**src/rtl/batcharger_pkg.sv**
```systemverilog
// Shared definitions for the battery-charger mode controller.
// State encodings are fixed because the state is exported for debug.
package batcharger_pkg;

    localparam int SW = 3;

    typedef logic [SW-1:0] state_t;

    localparam state_t ST_IDLE  = 3'b000;
    localparam state_t ST_WAIT  = 3'b001;
    localparam state_t ST_TC    = 3'b010;
    localparam state_t ST_CC    = 3'b011;
    localparam state_t ST_CV    = 3'b100;
    localparam state_t ST_END   = 3'b101;
    localparam state_t ST_FAULT = 3'b110;

endpackage

```
**src/rtl/batcharger_cv_timer.sv**
```systemverilog
// Constant-voltage phase timer: counts cycles while run is high,
// flags expiry exactly tmax*PRESCALE cycles after run rises.
module batcharger_cv_timer #(
    parameter int DW       = 8,
    parameter int PRESCALE = 255
) (
    input  logic          clk,
    input  logic          rstz,
    input  logic          run,
    input  logic [DW-1:0] tmax,
    output logic          expired
);

    localparam int TW = DW + $clog2(PRESCALE + 1);

    logic [TW-1:0] cnt_q;
    logic [TW-1:0] cnt_d;
    logic [TW-1:0] limit;

    assign limit = TW'(tmax) * TW'(PRESCALE);

    always_comb begin
        cnt_d = '0;
        if (run) begin
            cnt_d = (&cnt_q) ? cnt_q : cnt_q + TW'(1);
        end
    end

    always_ff @(posedge clk or negedge rstz) begin
        if (!rstz) begin
            cnt_q <= '0;
        end else begin
            cnt_q <= cnt_d;
        end
    end

    // tmax of zero disables the timeout altogether
    assign expired = run && (tmax != '0) && (cnt_q == limit - TW'(1));

endmodule

```
**src/rtl/batcharger_ctrl_gen2.sv**
```systemverilog
// Charge-mode Moore FSM (TC/CC/CV) with CV timeout, temperature fault
// with exit hysteresis, and monitor-enable / status decode.
module batcharger_ctrl_gen2
    import batcharger_pkg::*;
#(
    parameter int DW        = 8,
    parameter int PRESCALE  = 255,
    parameter int TEMP_HYST = 2
) (
    input  logic          clk,
    input  logic          rstz,
    input  logic          en,
    input  logic          vtok,
    input  logic [DW-1:0] vbat,
    input  logic [DW-1:0] ibat,
    input  logic [DW-1:0] tbat,
    input  logic [DW-1:0] vcutoff,
    input  logic [DW-1:0] vpreset,
    input  logic [DW-1:0] iend,
    input  logic [DW-1:0] tempmin,
    input  logic [DW-1:0] tempmax,
    input  logic [DW-1:0] tmax,
    output logic          tc,
    output logic          cc,
    output logic          cv,
    output logic          imonen,
    output logic          vmonen,
    output logic          tmonen,
    output logic [2:0]    state,
    output logic          done,
    output logic          fault
);

    state_t state_q;
    state_t state_d;
    logic   tok;
    logic   hok;
    logic   timeout;

    logic [DW:0] tb_x;
    logic [DW:0] hyst;

    assign tb_x = {1'b0, tbat};
    assign hyst = (DW+1)'(TEMP_HYST);
    assign tok  = (tbat >= tempmin) && (tbat <= tempmax);
    // margins added on the tbat/tempmin side so nothing can underflow
    assign hok  = (tb_x >= {1'b0, tempmin} + hyst) &&
                  (tb_x + hyst <= {1'b0, tempmax});

    batcharger_cv_timer #(
        .DW       (DW),
        .PRESCALE (PRESCALE)
    ) u_timer (
        .clk     (clk),
        .rstz    (rstz),
        .run     (state_q == ST_CV),
        .tmax    (tmax),
        .expired (timeout)
    );

    always_comb begin
        state_d = state_q;
        if (!en || !vtok) begin
            state_d = ST_IDLE;
        end else begin
            case (state_q)
                ST_IDLE:  state_d = ST_WAIT;
                ST_WAIT: begin
                    if (tok) begin
                        if (vbat <= vcutoff)      state_d = ST_TC;
                        else if (vbat <= vpreset) state_d = ST_CC;
                        else                      state_d = ST_CV;
                    end
                end
                ST_TC: begin
                    if (!tok)                state_d = ST_FAULT;
                    else if (vbat > vcutoff) state_d = ST_CC;
                end
                ST_CC: begin
                    if (!tok)                state_d = ST_FAULT;
                    else if (vbat > vpreset) state_d = ST_CV;
                end
                ST_CV: begin
                    if (!tok)                      state_d = ST_FAULT;
                    else if (ibat < iend || timeout) state_d = ST_END;
                end
                ST_END: begin
                    if (vbat <= vcutoff)     state_d = ST_TC;
                    else if (vbat < vpreset) state_d = ST_CC;
                end
                ST_FAULT: begin
                    if (hok) state_d = ST_WAIT;
                end
                default:  state_d = ST_IDLE;
            endcase
        end
    end

    always_ff @(posedge clk or negedge rstz) begin
        if (!rstz) begin
            state_q <= ST_IDLE;
        end else begin
            state_q <= state_d;
        end
    end

    assign state  = state_q;
    assign tc     = (state_q == ST_TC);
    assign cc     = (state_q == ST_CC);
    assign cv     = (state_q == ST_CV);
    assign imonen = tc || cc || cv;
    assign vmonen = (state_q != ST_IDLE);
    assign tmonen = (state_q != ST_IDLE);
    assign done   = (state_q == ST_END);
    assign fault  = (state_q == ST_FAULT);

endmodule
```
**config.mk**
```make
export PLATFORM = sky130hd
export DESIGN_NAME = batcharger_ctrl_gen2
export DESIGN_NICKNAME = d
export VERILOG_FILES = /design/src/rtl/batcharger_pkg.sv /design/src/rtl/batcharger_cv_timer.sv /design/src/rtl/batcharger_ctrl_gen2.sv
export SDC_FILE = /design/constraint.sdc
export NUM_CORES = 1
export LEC_CHECK = 0
export BUFFER_PORTS_ARGS = -buffer_cell sky130_fd_sc_hd__buf_2
export CAP_MARGIN = 25
export CORE_MARGIN = 8
export CORE_UTILIZATION = 50
export DETAILED_ROUTE_END_ITERATION = 7
export PLACE_DENSITY = 0.87
export SKIP_CTS_REPAIR_TIMING = 1
export SLEW_MARGIN = 30
export SYNTH_ARGS = -nofsm -noshare
export SYNTH_HDL_FRONTEND = slang
export SYNTH_HIERARCHICAL = 1
export SYNTH_SLANG_ARGS = --single-unit
```
**constraint.sdc**
```tcl
create_clock -name clk -period 2.95 [get_ports clk]
set_input_delay 0.4425 -clock clk [delete_from_list [all_inputs] [get_ports clk]]
set_output_delay 0.4425 -clock clk [all_outputs]
set_load 0.005 [all_outputs]
```
==> run summary, run 1 <==
Tcrit/Tclk final = 183.5%
Share of synthesized flip-flops with an asynchronous set or reset = 100.0%
Post-Route WL = 13.99 mm
Die area = 12,860 µm²
CP dominant cell by count = fa_1
Vias/cell = 5.600
Peak VDD IR = 0.5049 mV
Worst setup EP type = register
Maximum root-to-sink buffer count = 2
Layout cells sized above 1 = 27.96%
Initial Util = 51.32%
Leading area contributor after synthesis = ha_1
Synth Net Count = 770
Global Route Usage Sum = 19.94%
Violated checks = setup timing
Hold Vio Cnt, Final = 0
Finished Layout Cells = 848
Placed cell count = 843
Placed inst area = 5897 µm²
Initial antenna violation count = 0
CP delay by family, top = adder cells
CP cell instances = buf_2, inv_1, fa_1, inv_2, fa_1, inv_1, fa_1, fa_1, inv_1, ha_1, or2_2, o31a_1, o41ai_4, nor2_2, a2111oi_2, nand4_1, a2111oi_2, a211oi_1, mux2i_1, nand4_2, mux2i_1, a21oi_1
DP HPWL = 11.41 mm
GRT overflow = 0
Clk sinks = 19
Max-cap viol count = 0
Slew @ Worst Pin = 0.4921 ns
Remaining antenna violation count = 0
Worst Clk Skew = 0.003841 ns
Part of the Yosys area used for sequential elements = 10.03%
Pins Over Slew Limit = 0
Initial DRC count = 312
Antenna diodes = 0
H-tree levels = 1
Worst slew margin = 66.34%
Post-layout min period = 5.412 ns
Status = finished, violations left
Die span in y = 113.4 µm
Port buffer count = 86
Syn_area_per_cell = 8.393 µm²
IO Pins = 87
Filler cells = 678
Reg area = 475.5 µm²
Synthesized netlist cell count = 565
Global-route wire length before repair = 21.80 mm
Post-synth EDFFs = 0
CP Launch Type = primary input
Synth Warn # = 6
R2R Setup Slk = -0.27 ns
DRT Pass-1 Iters = 5
Dominant register cell in the synthesized netlist = dfrtp_1
Largest net degree at the start of global routing = 20
CTS Buf Count = 3
Critical Path RT = 3.09 ns
Area grow syn2layout = 28.76%
Most common cell in the netlist = inv_1
Number of global-route vias before repair = 4,979
Cell Area, Synth = 4742 µm²
Drt wl/cell = 16.50 µm
Worst Hold Class = primary input to asynchronous set/reset pin
Post-place setup slack = -2.657 ns
Share of the synthesized area in the top cell type = 25.33%
Worst-path fanout max = 3
Largest stage delay, worst path = 0.56 ns
Post-synth top cells = inv_1, ha_1, xnor2_1
Clock Root Buffer = clkbuf_8
Worst path slowest cell = fa_1
RSZ-0062 raised after global routing = true
Die X = 113.4 µm
Core Rows = 35
Core area = 9240 µm²
DRC = 0
Via Count = 4,749
Nets = 925
GPL Wtd Cong = 0.9502
Final setup margin = -2.462 ns
Post-synth cell types = 60
WP buf/inv = 5
Lkg Pwr = 3.237 nW
Clock latency on the worst-skew pair = 0.26 ns
Critical Path AT = 5.56 ns
Critical path type = primary input to register
Final instance area = 6106 µm²
CTS tree = yes
Fmax = 0.1848 GHz
Synth area leaders = ha_1, fa_1, dfrtp_1, inv_1, xnor2_1
Footprint of the multi-input gates = 4019 µm²
PwrDens = 768.1 nW/µm²
Flops & latches, synth = 19
Setup violations, final = 3
Clock Pin Slew Worst Setup and Hold Paths = 0.07 ns
## routing by layer
metal	vias up	global-route usage [%]	wire length, µm
met5	-	0	0
li1	2244	-	-
met2	189	37.82	7385
met3	48	2.694	732
met1	2268	22.66	5425
met4	0	5.595	446
## flip-flops by register name (all words and copies together) (netlist names)
name           flops
u_timer/cnt_q     16
state              3
## kinds of logic after synthesis
kind of cell             synth area share (%)
multiplexers                            1.900
AO/OA/AOI/OAI                           14.41
flip-flops                              10.03
AND/OR/NAND/NOR                         15.73
adder cells (fa/ha/maj)                 39.26
XOR/XNOR                                8.866
buffers and inverters                   9.815
## power by group
part           total [mW]  internal [mW]  switching (mW)
Combinational        4.24           2.11            2.13
Sequential          0.265          0.263         0.00186
Clock               0.181         0.0939          0.0875
Total                4.69           2.47            2.22
## worst paths after layout
kind / from / endpoint / cells after the start
max: tmax[4] / state[1]$_DFFE_PN0P_ / 22
min: rstz / u_timer/cnt_q[14]$_DFFE_PN0P_ / 1
max reg2reg: state[0]$_DFFE_PN0P_ / state[1]$_DFFE_PN0P_ / 14
min reg2reg: u_timer/cnt_q[12]$_DFFE_PN0P_ / u_timer/cnt_q[12]$_DFFE_PN0P_ / 1
max in group asynchronous: rstz / u_timer/cnt_q[9]$_DFFE_PN0P_ / 1
min in group clk: vtok / state[1]$_DFFE_PN0P_ / 3
## final cells by class
type                            instances  share of cell area (%)
Clock buffer                            3                  0.6762
Clock inverter                          1                 0.08197
Multi-Input combinational cell        425                   65.82
Tap cell                              129                   2.643
Sequential cell                        19                   7.787
Inverter                              115                   7.070
Timing Repair Buffer                  156                   15.92
## stage by stage
stage	utilization (%)	power [mW]	TNS, ns	hold WS (ns)
final	66.08	4.690	-7.331	0.1159
after global routing	66.08	5.050	-7.883	0.1519
after CTS	64.32	4.204	-7.109	0.1246
after detailed placement	63.82	3.998	-7.911	0.4050
after global placement	63.82	3.789	-7.194	0.3932
after floorplan	-	2.699	-6.154	0.1469
## worst reg2reg max path: stages, from the launching register on
cell	delay, ns
dfrtp_1	0.38
nor2_1	0.18
nand2_1	0.12
inv_1	0.11
nand4_1	0.21
nor4_4	0.34
o2111ai_2	0.14
a2111oi_2	0.35
nand4_1	0.17
a2111oi_2	0.28
a211oi_1	0.10
mux2i_1	0.25
nand4_2	0.20
mux2i_1	0.20
a21oi_1	0.08
## placed cells by master (no fill, tap or decap), types with 7 or more instances in the layout
cell type  netlist  final
a211oi_1         8      8
a21o_1           8      7
a21oi_1         29     28
buf_2            0     84
buf_4            3     70
dfrtp_1         19     19
fa_1            33     30
ha_1            96     91
inv_1          115    109
mux2i_1          9      9
nand2_1         27     27
nand3_1         28     28
nand4_1         11     11
nor2_1          33     33
nor3_1           8      7
o21ai_0          9      9
xnor2_1         34     30
xor2_1          14     13
Power figures use the tool's default switching activity.
==> inputs of run 2 (changes only) <==
Settings changed: CORE_ASPECT_RATIO set to 1.5.
==> run summary, run 2 (synthesized netlist as in run 1, its figures left out) <==
Tcrit/Tclk final = 176.5%
Worst slew margin = 66.74%
DRC = 0
Slew @ Worst Pin = 0.4863 ns
Core Rows = 43
H-tree levels = 1
Layout cells sized above 1 = 27.44%
Nets = 924
Critical Path RT = 3.09 ns
Comb pwr share = 88.3%
DP HPWL = 11.06 mm
Remaining antenna violation count = 0
Hold WS = 0.1218 ns
Critical Path AT = 5.35 ns
Clock power share = 6.1%
Largest net degree at the start of global routing = 20
RSZ-0062 raised after global routing = true
IO Pins = 87
Die X = 95.52 µm
Drt wl/cell = 15.65 µm
Final setup margin = -2.258 ns
Post-layout min period = 5.208 ns
Fmax = 0.1920 GHz
Initial Util = 51.24%
Largest stage delay, worst path = 0.50 ns
Status = finished, violations left
Worst Hold Class = primary input to asynchronous set/reset pin
CTS Buf Count = 3
GRT overflow = 0
Commonest non-fill, non-tap cell in the layout = inv_1
DRT Pass-1 Iters = 4
Vias/cell = 5.447
Initial antenna violation count = 0
Setup violations, final = 3
Number of global-route vias before repair = 4,943
Max reg flops = 16
Peak VDD IR = 0.5729 mV
Post-place setup slack = -2.653 ns
Clock Pin Slew Worst Setup and Hold Paths = 0.06 ns
Core area = 9254 µm²
Largest Register = u_timer/cnt_q
CP Launch Type = primary input
Clock latency on the worst-skew pair = 0.26 ns
Total power draw = 4.761 mW
Maximum root-to-sink buffer count = 2
Commonest cells after routing, fill and taps aside = inv_1, ha_1, buf_2
Lkg Pwr = 3.230 nW
CP delay by family, top = adder cells
Pins Over Slew Limit = 0
CTS tree = yes
Worst Clk Skew = 0.004322 ns
R2R Setup Slk = -0.01 ns
Switching share of power = 45.85%
Flop pwr share = 5.6%
Global-route wire length before repair = 21.07 mm
Hold Vio Cnt, Final = 0
Clk sinks = 19
Die span in y = 135.3 µm
Worst setup EP type = register
Global Route Usage Sum = 19.79%
Port buffer count = 86
Area grow syn2layout = 28.42%
Worst-path fanout max = 3
Critical path type = primary input to register
PwrDens = 781.8 nW/µm²
Violated checks = setup timing
Initial DRC count = 159
Worst path slowest cell = fa_1
Antenna diodes = 0
Die area = 12,920 µm²
WP buf/inv = 4
Clock Root Buffer = clkbuf_16
Switching pwr = 2.183 mW
Power Internal = 2.578 mW
GPL Wtd Cong = 0.9026
CP cell instances = buf_2, buf_4, fa_1, ha_1, ha_1, fa_1, ha_1, a211oi_2, buf_4, nor3_4, buf_4, o41ai_4, nor2_2, a2111oi_2, nand4_1, a2111oi_4, a211oi_2, mux2i_1, nand4_2, mux2i_1, a21oi_1
Via Count = 4,521
Post-Route WL = 12.99 mm
Max-cap viol count = 0
## run 2: cell types whose count changed in the layout (fill, tap and decap cells not counted), sizes merged
cell      change
buf           -1
clkinv        -1
clkinvlp      +1
## run 2: layout make-up
class                   instances  area, µm²
multi-input cells             425       3995
fillers                       711       3164
repair buffers                155      964.7
flip-flops and latches         19      475.5
inverters                     115      431.7
well taps                     112      140.1
clock buffers                   3      75.07
clock inverters                 1      7.507
## run 2: layer usage
metal | vias to the layer above | wire length, µm | track usage [%]
li1 | 2240 | - | -
met1 | 2143 | 4763 | 20.23
met2 | 111 | 7510 | 39.71
met3 | 27 | 417 | 1.776
met4 | 0 | 296 | 6.180
met5 | - | 0 | 0
## run 2: metrics by stage
stage          std cells  util [%]  TNS (ns)  area (µm²)
3_5_place_dp         822     63.17    -7.864        5846
5_1_grt              830     65.81    -7.430        6090
6_report             830     65.81    -6.752        6090
4_1_cts              826     64.06    -7.049        5928
2_1_floorplan        565         -    -6.154        4821
3_3_place_gp         822     63.17    -7.388        5846
## run 2: worst register-to-register path, stage by stage (launching register included)
cell,delay [ns]
dfrtp_1,0.39
nor2_1,0.17
nand2_1,0.09
inv_1,0.09
nand4_1,0.12
nor4_2,0.32
o2111ai_2,0.16
a2111oi_2,0.34
nand4_1,0.18
a2111oi_4,0.26
a211oi_2,0.06
mux2i_1,0.22
nand4_2,0.17
mux2i_1,0.19
a21oi_1,0.08
## run 2: power by group through the flow
| stage | Clock (mW) | Combinational [mW] | Sequential (mW) |
|---|---|---|---|
| after floorplan | 0 | 2.43 | 0.271 |
| after global placement | 0 | 3.55 | 0.270 |
| after detailed placement | 0 | 3.70 | 0.270 |
| after CTS | 0.295 | 3.73 | 0.265 |
| after global routing | 0.303 | 4.57 | 0.266 |
| final | 0.290 | 4.21 | 0.266 |
## run 2: final timing paths
| check | startpoint | endpoint | depth (start not counted) |
|---|---|---|---|
| hold reg to reg | u_timer/cnt_q[7]$_DFFE_PN0P_ | u_timer/cnt_q[7]$_DFFE_PN0P_ | 2 |
| min in group clk | vtok | state[0]$_DFFE_PN0P_ | 3 |
| setup reg to reg | state[0]$_DFFE_PN0P_ | state[1]$_DFFE_PN0P_ | 14 |
| max in group asynchronous | rstz | u_timer/cnt_q[9]$_DFFE_PN0P_ | 1 |
| hold / removal | rstz | u_timer/cnt_q[15]$_DFFE_PN0P_ | 1 |
| setup / recovery | tmax[3] | state[1]$_DFFE_PN0P_ | 21 |
==> inputs of run 3 (changes only) <==
Settings changed: CTS_BUF_LIST set to sky130_fd_sc_hd__clkbuf_4.
==> run summary, run 3 (synthesized netlist as in run 1, its figures left out) <==
DP HPWL = 11.06 mm
DRT Pass-1 Iters = 6
Port buffer count = 86
GRT overflow = 0
Violated checks = setup timing
Critical Path Stages = 21
PwrDens = 764.5 nW/µm²
Hold Vio Cnt, Final = 0
Post-layout min period = 5.141 ns
H-tree levels = 1
Worst-path fanout max = 3
Commonest cells after routing, fill and taps aside = inv_1, ha_1, buf_2
Post-Route WL = 12.89 mm
CP delay by family, top = adder cells
Critical path type = primary input to register
Core area = 9254 µm²
Final instance area = 6037 µm²
Total power draw = 4.615 mW
Fmax = 0.1945 GHz
Peak VDD IR = 0.5791 mV
R2R Setup Slk = 0 ns
Clk sinks = 19
Largest Register = u_timer/cnt_q
Core Rows = 43
Max reg flops = 16
Worst path slowest cell = fa_1
Drt wl/cell = 15.53 µm
Initial antenna violation count = 0
Placed inst area = 5846 µm²
Vias/cell = 5.498
Die area = 12,920 µm²
Die X = 95.52 µm
Clock Pin Slew Worst Setup and Hold Paths = 0.12 ns
CP cell instances = buf_2, buf_4, fa_1, ha_1, ha_1, fa_1, ha_1, a211oi_2, buf_4, nor3_4, buf_4, o41ai_4, nor2_2, a2111oi_2, nand4_1, a2111oi_4, a211oi_2, mux2i_1, nand4_2, mux2i_1, a21oi_1
Clock Root Buffer = clkbuf_4
Nets = 924
Hold WS = 0.04769 ns
Initial Util = 51.24%
FF-to-FF path depth = 14
Clock latency on the worst-skew pair = 0.31 ns
Critical Path RT = 3.16 ns
Largest stage delay, worst path = 0.50 ns
Antenna diodes = 0
Area grow syn2layout = 27.31%
Remaining antenna violation count = 0
FF-to-FF End = state[1]$_DFFE_PN0P_
Die span in y = 135.3 µm
Worst setup EP type = register
Via Count = 4,563
Worst Hold Class = primary input to asynchronous set/reset pin
Initial DRC count = 164
Pins Over Slew Limit = 0
Post-layout util = 65.24%
RSZ-0062 raised after global routing = true
Maximum root-to-sink buffer count = 2
Max-cap viol count = 0
Global Route Usage Sum = 19.65%
R2r startpoint = state[0]$_DFFE_PN0P_
Critical Path AT = 5.35 ns
Status = finished, violations left
CTS tree = yes
Number of global-route vias before repair = 4,927
Worst slew margin = 66.45%
WP buf/inv = 4
Post-place setup slack = -2.653 ns
Global-route wire length before repair = 20.91 mm
Largest net degree at the start of global routing = 20
Final setup margin = -2.191 ns
Tcrit/Tclk final = 174.3%
DRC = 0
CTS Buf Count = 3
Slew @ Worst Pin = 0.4906 ns
GPL Wtd Cong = 0.9026
Worst Clk Skew = 0.01599 ns
Layout cells sized above 1 = 27.44%
Setup violations, final = 3
CP Launch Type = primary input
IO Pins = 87
Commonest non-fill, non-tap cell in the layout = inv_1
Lkg Pwr = 3.207 nW
-- run 3: cell types whose count changed in the layout (fill, tap and decap cells not counted) --
cell and change:
clkbuf_16 -3, clkbuf_4 +3
-- run 3: stage by stage --
stage                     setup TNS [ns]  instances
after floorplan                   -6.154        565
after global placement            -7.388        822
after detailed placement          -7.864        822
after CTS                         -6.821        826
after global routing              -7.106        830
final                             -6.532        830
-- run 3: worst max-delay path by stage --
stage / startpoint / slack [ns] / endpoint
6_report: tmax[3] / -2.19 / state[1]$_DFFE_PN0P_
5_1_grt: tmax[3] / -2.38 / state[0]$_DFFE_PN0P_
4_1_cts: tmax[6] / -2.30 / state[1]$_DFFE_PN0P_
3_5_place_dp: tmax[6] / -2.65 / state[1]$_DFFE_PN0P_
3_3_place_gp: tmax[6] / -2.49 / state[1]$_DFFE_PN0P_
2_1_floorplan: tmax[6] / -2.07 / state[1]$_DFFE_PN0P_
-- run 3: final cells by class --
| type | count | area (µm²) |
|---|---|---|
| clock inverters | 1 | 7.507 |
| inverters | 115 | 431.7 |
| clock buffers | 3 | 22.52 |
| repair buffers | 155 | 964.7 |
| well taps | 112 | 140.1 |
| multi-input cells | 425 | 3995 |
| flip-flops and latches | 19 | 475.5 |
| fillers | 722 | 3217 |
-- run 3: per-layer routing --
| layer | vias up | GRT usage [%] | share of wire (%) |
|---|---|---|---|
| li1 | 2236 | - | - |
| met5 | - | 0 | 0 |
| met1 | 2139 | 19.97 | 37 |
| met4 | 0 | 6.266 | 3.1 |
| met3 | 49 | 2.164 | 3.3 |
| met2 | 139 | 39.25 | 57 |
-- run 3: worst reg2reg max path, stage by stage (launching register included) --
cell	delay (ns)
dfrtp_1	0.40
nor2_1	0.16
nand2_1	0.09
inv_1	0.09
nand4_1	0.11
nor4_2	0.32
o2111ai_2	0.16
a2111oi_2	0.34
nand4_1	0.18
a2111oi_4	0.25
a211oi_2	0.06
mux2i_1	0.21
nand4_2	0.18
mux2i_1	0.19
a21oi_1	0.09
-- run 3: where the power goes --
part | internal [mW] | switching (mW) | total [mW] | leakage, nW
combinational | 2.13 | 2.08 | 4.21 | 2.93
sequential | 0.263 | 0.00200 | 0.265 | 0.265
clock | 0.0518 | 0.0870 | 0.139 | 0.0139
